[config.mk]
export PLATFORM = sky130hd
export DESIGN_NAME = lsu_mem_master
export DESIGN_NICKNAME = d
export VERILOG_FILES = /design/src/rtl/lsu_mem_master.sv
export SDC_FILE = /design/constraint.sdc
export NUM_CORES = 1
export LEC_CHECK = 0
export CAP_MARGIN = 20
export CELL_PAD_IN_SITES_DETAIL_PLACEMENT = 0
export CELL_PAD_IN_SITES_GLOBAL_PLACEMENT = 2
export CORE_ASPECT_RATIO = 1.1
export CORE_MARGIN = 3
export CORE_UTILIZATION = 26
export CTS_BUF_LIST = sky130_fd_sc_hd__clkbuf_2 sky130_fd_sc_hd__clkbuf_4 sky130_fd_sc_hd__clkbuf_8
export CTS_CLUSTER_DIAMETER = 120
export DETAILED_ROUTE_END_ITERATION = 8
export MAX_ROUTING_LAYER = met4
export PLACE_DENSITY = 0.78
export SLEW_MARGIN = 5
export SYNTH_ARGS = -nofsm -noshare
export SYNTH_HDL_FRONTEND = slang
export SYNTH_SLANG_ARGS = --single-unit
[constraint.sdc]
create_clock -name clk -period 4.2 [get_ports clk]
set_clock_uncertainty 0.1 [all_clocks]
set_input_delay 0.84 -clock clk [delete_from_list [all_inputs] [get_ports clk]]
set_output_delay 0.84 -clock clk [all_outputs]
set_load 0.02 [all_outputs]
[src/rtl/lsu_mem_master.sv]
// rtl/lsu_mem_master.sv - RV32I load/store initiator for a word-only memory port
module lsu_mem_master #(
  parameter int unsigned MEM_BYTES  = 4096,
  parameter bit          ERR_ON_OOR = 1'b1
) (
  input  logic        clk,
  input  logic        rst,
  input  logic        req_valid,
  output logic        req_ready,
  input  logic        req_we,
  input  logic [2:0]  req_funct3,
  input  logic [31:0] req_addr,
  input  logic [31:0] req_wdata,
  output logic        resp_valid,
  output logic [31:0] resp_rdata,
  output logic        resp_err,
  output logic [31:0] d_addr,
  output logic [31:0] d_wdata,
  output logic        d_we,
  input  logic [31:0] d_rdata
);

  typedef enum logic [1:0] {S_IDLE, S_READ, S_WRITE, S_RESP} state_e;

  state_e      state_q;
  logic        we_q;
  logic [2:0]  funct3_q;
  logic [1:0]  lane_q;
  logic [15:0] wdata_q;
  logic        resp_valid_q;
  logic        resp_err_q;
  logic [31:0] resp_rdata_q;
  logic [31:0] d_addr_q;
  logic [31:0] d_wdata_q;
  logic        d_we_q;

  logic        acc_err_d;
  logic [31:0] ld_data_d;
  logic [31:0] merge_d;
  logic [7:0]  ld_byte;
  logic [15:0] ld_half;

  assign req_ready  = (state_q == S_IDLE);
  assign resp_valid = resp_valid_q;
  assign resp_err   = resp_err_q;
  assign resp_rdata = resp_rdata_q;
  assign d_addr     = d_addr_q;
  assign d_wdata    = d_wdata_q;
  assign d_we       = d_we_q;

  // Classify the incoming request: misaligned, illegal funct3 or out of range
  always_comb begin
    logic misalign;
    logic illegal;
    logic oor;
    misalign  = ((req_funct3[1:0] == 2'b01) && req_addr[0]) ||
                ((req_funct3[1:0] == 2'b10) && (req_addr[1:0] != 2'b00));
    illegal   = (req_funct3[1:0] == 2'b11) || (req_funct3 == 3'b110) ||
                (req_we && req_funct3[2]);
    oor       = ERR_ON_OOR && (req_addr >= 32'(MEM_BYTES));
    acc_err_d = misalign || illegal || oor;
  end

  // Select the addressed lane of the memory word and extend it for loads
  always_comb begin
    ld_byte = d_rdata[7:0];
    case (lane_q)
      2'd1:    ld_byte = d_rdata[15:8];
      2'd2:    ld_byte = d_rdata[23:16];
      2'd3:    ld_byte = d_rdata[31:24];
      default: ld_byte = d_rdata[7:0];
    endcase
    ld_half = lane_q[1] ? d_rdata[31:16] : d_rdata[15:0];
    case (funct3_q)
      3'b000:  ld_data_d = {{24{ld_byte[7]}}, ld_byte};
      3'b100:  ld_data_d = {24'h0, ld_byte};
      3'b001:  ld_data_d = {{16{ld_half[15]}}, ld_half};
      3'b101:  ld_data_d = {16'h0, ld_half};
      default: ld_data_d = d_rdata;
    endcase
  end

  // Splice store data into the old word for byte/halfword read-modify-write
  always_comb begin
    merge_d = d_rdata;
    if (funct3_q[1:0] == 2'b00) begin
      case (lane_q)
        2'd0: merge_d[7:0]   = wdata_q[7:0];
        2'd1: merge_d[15:8]  = wdata_q[7:0];
        2'd2: merge_d[23:16] = wdata_q[7:0];
        2'd3: merge_d[31:24] = wdata_q[7:0];
        default: merge_d = d_rdata;
      endcase
    end else if (lane_q[1]) begin
      merge_d[31:16] = wdata_q;
    end else begin
      merge_d[15:0] = wdata_q;
    end
  end

  // Transaction FSM with registered response and memory-port outputs
  always_ff @(posedge clk or posedge rst) begin
    if (rst) begin
      state_q      <= S_IDLE;
      we_q         <= 1'b0;
      funct3_q     <= 3'b000;
      lane_q       <= 2'b00;
      wdata_q      <= 16'h0;
      resp_valid_q <= 1'b0;
      resp_err_q   <= 1'b0;
      resp_rdata_q <= 32'h0;
      d_addr_q     <= 32'h0;
      d_wdata_q    <= 32'h0;
      d_we_q       <= 1'b0;
    end else begin
      case (state_q)
        S_IDLE: begin
          if (req_valid) begin
            we_q         <= req_we;
            funct3_q     <= req_funct3;
            lane_q       <= req_addr[1:0];
            wdata_q      <= req_wdata[15:0];
            resp_rdata_q <= 32'h0;
            if (acc_err_d) begin
              // Rejected requests never reach the memory port
              resp_valid_q <= 1'b1;
              resp_err_q   <= 1'b1;
              state_q      <= S_RESP;
            end else begin
              resp_err_q <= 1'b0;
              d_addr_q   <= {req_addr[31:2], 2'b00};
              if (req_we && (req_funct3 == 3'b010)) begin
                d_we_q    <= 1'b1;
                d_wdata_q <= req_wdata;
                state_q   <= S_WRITE;
              end else begin
                state_q <= S_READ;
              end
            end
          end
        end
        S_READ: begin
          if (we_q) begin
            d_wdata_q <= merge_d;
            d_we_q    <= 1'b1;
            state_q   <= S_WRITE;
          end else begin
            resp_rdata_q <= ld_data_d;
            resp_valid_q <= 1'b1;
            state_q      <= S_RESP;
          end
        end
        S_WRITE: begin
          d_we_q       <= 1'b0;
          resp_valid_q <= 1'b1;
          state_q      <= S_RESP;
        end
        S_RESP: begin
          resp_valid_q <= 1'b0;
          resp_err_q   <= 1'b0;
          resp_rdata_q <= 32'h0;
          state_q      <= S_IDLE;
        end
        default: state_q <= S_IDLE;
      endcase
    end
  end

endmodule

# After elaboration in Yosys (flattened, before gate mapping)
# Cells that the tools add are included.
# totals
latchBits,0
word_cells,93
romBits,0
mem_count,0
input_bits,103
regBits,121
ramBits,0
# op_classes
n_bitwise,1
shifts,0
multipliers,0
n_reduce_logical,25
eq_ne,20
div_mod_pow,0
n_lt_le_gt_ge,1
mux,35
n_addsub,0
# op_table
operator,count
$mux W32,7
$pmux W32 S4,1
$pmux W32 S3,1
$pmux W32 S2,1
$mux W16,3
$ge A32 B13 Y1 const B,1
$mux W8,4
$pmux W8 S3,1
$eq A2 B2 Y1 const B,6
$mux W1,10
$reduce_and A5 Y1,2
$eq A3 B3 Y1 const B,3
$reduce_and A3 Y1,3
$ne A2 B2 Y1 const B,4
$pmux W2 S4,1
$eq A2 B1 Y1 const B,3
$logic_not A2 Y1,3
$mux W2,3
$reduce_bool A2 Y1,3
$reduce_bool A3 Y1,2
$logic_or A1 B1 Y1,5
$logic_and A1 B1 Y1,4
$ne A2 B1 Y1 const B,2
$pmux W1 S4,1
7 further kinds,8

# Depth between registers and ports, before layout
# logic_depth
word_depth,8
mapped_depth,11

# Worst setup path after synthesis
# Ideal clock, no wire load.
# synth_timing
path_kind,input to register
from,input port req_addr[31]
to,register d_wdata_q[10] (netlist: d_wdata[10])
cell_stages,6
n_path_buf,1
setup_slack_ns,1.781
t_arrival_ns,2.191
setup_time_ns,0.128
cell_sequence,nor4_1 -> nand4_1 -> nor3_2 -> a22oi_2 -> buf_6 -> mux2_1
# synth_via
elab_chain_len,4
# synth_lines
item,line,text
from (decl),12,"input logic [31:0] req_addr,"
$ge A32 B13 Y1,60,oor = ERR_ON_OOR && (req_addr >= 32'(MEM_BYTES));
$logic_or A1 B1 Y1,61,acc_err_d = misalign || illegal || oor;
$ne A2 B2 Y1 (no source line),--,
$reduce_and A5 Y1 (no source line),--,
to (signal assigned),134,d_wdata_q <= req_wdata;
to (signal assigned),144,d_wdata_q <= merge_d;
to (decl),34,logic [31:0] d_wdata_q;
# Every way passes these cells.
# A chain may end at the register's enable or synchronous reset.

# Worst setup path in the final report
# layout_timing
from,register state_q[0]
to,output port req_ready
# layout_via
elab_chain_len,1
# layout_lines
item,line,text
from (decl),25,state_e state_q;
from (signal assigned),104,state_q <= S_IDLE;
from (signal assigned),128,state_q <= S_RESP;
from (signal assigned),135,state_q <= S_WRITE;
$logic_not A2 Y1,43,assign req_ready = (state_q == S_IDLE);
to (decl),9,"output logic req_ready,"
# Every way passes these cells.

==> flow_summary.ini <==
[yosys]
syn_inst = 530
ys_async_sr_fraction_pct = 100
synth_cell_type_count = 47
yosys_warnings = 0
synth_commonest_cells = 121 x dfrtp_1, 49 x nand2_1, 43 x mux2_2
synth.avg_cell_area_um2 = 11.2
synth_seq_cells = 121
synth_top_cells_by_area = dfrtp_1 51%, mux2_2 8.2%, mux2_1 4.2%
seq_area_frac_synth_pct = 51.1
netlist_area_um2 = 5920
yosys_most_used_dff = dfrtp_1
synth_most_common_cell = dfrtp_1
synth_top_area_share_pct = 51.1
synth_edf_count = 0
synth_top_area_cell = dfrtp_1

[setup_path]
worstPathRequired_ns = 3.26
worstPathMaxFanout = 9
endpoint_kind = primary output
rr_worst_depth = 8
critPathLaunchType = flip-flop
worstPathArrival_ns = 1.96
path_class = flip-flop to primary output

[place]
place_congestion = 0.884
placed_cell_area_um2 = 8170
placedCellCount = 993
dpl.hpwl_mm = 14.7
portBuffers = 200
post-place-ws_ns = 1.07

[route]
vias_per_cell = 4.75
initialDrtViolationCount = 220
ant_nets = 0
wl_per_cell_um = 18.7
drt_pass1_iterations = 4
via_count = 4865
drcViolationCount = 0
wl_mm = 19.2

[layout]
fin_util_pct = 38.7
fillers = 2195
design_area_um2 = 8620
final_cell_count_no_fill = 1025
antenna_cells = 0
multi_input_area_um2 = 2610
seq_area_um2 = 3030
final_nets = 824
area_growth_pct = 45.5
drive_gt1_share_pct = 12.9

[grt]
grt_max_degree = 68
grt_pass1_wl_mm = 29.7
grt_remaining_overflow = 0
grtUsageTotal_pct = 16.2
grt_pass1_vias = 5199
antenna_found_initial = 0

[clock_network]
post-cts-setup-buffer-count = 0
cts_max_path_buffers = 2
cts_resized = 0
tritoncts = done
clock_latency_ns = 0.44
cts-hold-fix-buffers = 0
cts_inserted_buffers = 17
cts_root_buf = clkbuf_8
clock_sinks = 121
clk_pin_slew_worst_paths_ns = 0.08
h-tree-depth = 4

[timing]
hold_viol = 0
report.final.slew_viol_count = 0
fin_crit_ns = 2.90
rsz0062_at_grt = false
max_slew_margin_pct = 39.6
layout_setup_ws_ns = 1.30
fin_hold_ws_ns = 0.387
finalSetupTns_ns = 0
fin_crit_sh_pct = 69.0
max_clock_freq_mhz = 345
setup_violations = 0
worst_slew_pin_slew_ns = 0.907

[hold_path]
hold_class = flip-flop to flip-flop
hold_depth = 2

[power_and_ir_drop]
p_per_area_nw_per_um2 = 690
peakVddDrop_uv = 273
total_power_mw = 5.94
leakagePower_nw = 3.70

[floorplan]
die_h_um = 164
die_area_um2 = 24600
start_util_pct = 26.6
core_um2 = 22300
num_io_pins = 203
rows = 57
die_w_um = 150

[outcome]
status = complete, no violations

[job]
maxCapViolCount = 0
[worst paths after layout]
path / endpoint / slack (ns) / startpoint
max: req_ready / 1.30 / state_q[0]
max reg2reg: resp_rdata[17] / 1.33 / state_q[1]
min in group asynchronous: d_wdata[27] / 0.83 / rst
min: resp_rdata[2] / 0.39 / resp_rdata[2]
min reg2reg: resp_rdata[2] / 0.39 / resp_rdata[2]
max in group asynchronous: resp_rdata[27] / 2.43 / rst
[routing by layer]
layer	wire length [µm]	up-vias	global-route usage, %
li1	-	2302	-
met2	8920	184	24.7
met5	0	-	-
met3	1730	22	6.15
met4	298	0	4.24
met1	8250	2357	20.3
[cells by family (layout without fill, tap and decap cells)]
kind of cell             after synthesis  in the layout  share of synthesized area [%]
adder cells (fa/ha/maj)                4              4                          0.845
other                                  1              2                         0.0633
AO/OA/AOI/OAI                        129            129                           16.2
buffers and inverters                 58            257                           5.03
flip-flops                           121            121                           51.1
AND/OR/NAND/NOR                      134            134                           11.2
multiplexers                          83             83                           15.6
[cell usage in the layout, fill, tap and decap left out, types with 3 or more instances in the layout]
| cell type | n |
|---|---|
| a21o_1 | 8 |
| a21oi_1 | 20 |
| a221o_1 | 16 |
| a31oi_1 | 9 |
| a32o_1 | 8 |
| buf_4 | 6 |
| bufinv_16 | 4 |
| clkbuf_8 | 17 |
| clkdlybuf4s50_1 | 200 |
| clkinv_4 | 3 |
| dfrtp_1 | 121 |
| ha_1 | 3 |
| inv_1 | 14 |
| inv_6 | 6 |
| mux2_1 | 22 |
| mux2_2 | 43 |
| mux2i_1 | 17 |
| nand2_1 | 49 |
| nand2b_1 | 9 |
| nor2_1 | 24 |
| nor2b_1 | 22 |
| nor3_1 | 9 |
| nor4_1 | 6 |
| o21ai_0 | 29 |
| o221a_1 | 8 |
| o221ai_1 | 16 |
| o22a_1 | 9 |
[state kept, by name, summed over array words and instances, names as in the netlist]
register,cells
d_wdata,32
resp_rdata,32
d_addr,30
wdata_q,16
funct3_q,3
lane_q,2
state_q,2
d_we,1
resp_err,1
resp_valid,1
we_q,1
[power breakdown]
group	switching (mW)	internal, mW	total [mW]
logic	1.50	1.32	2.81
clock network	0.530	0.660	1.19
registers	0.368	1.57	1.94
[critical path: stages (launching register included)]
cell and delay (ns):
dfrtp_1 0.42, inv_1 0.09, ha_1 0.32, clkdlybuf4s50_1 0.68
[layout make-up]
| class | instances | share of cell area, % |
|---|---|---|
| inverters | 17 | 0.770 |
| clock inverters | 15 | 2.48 |
| repair buffers | 208 | 24.3 |
| multi-input cells | 352 | 30.3 |
| well taps | 295 | 4.28 |
| clock buffers | 17 | 2.72 |
| flip-flops and latches | 121 | 35.1 |
No activity file was read; power rests on OpenSTA's default activity.
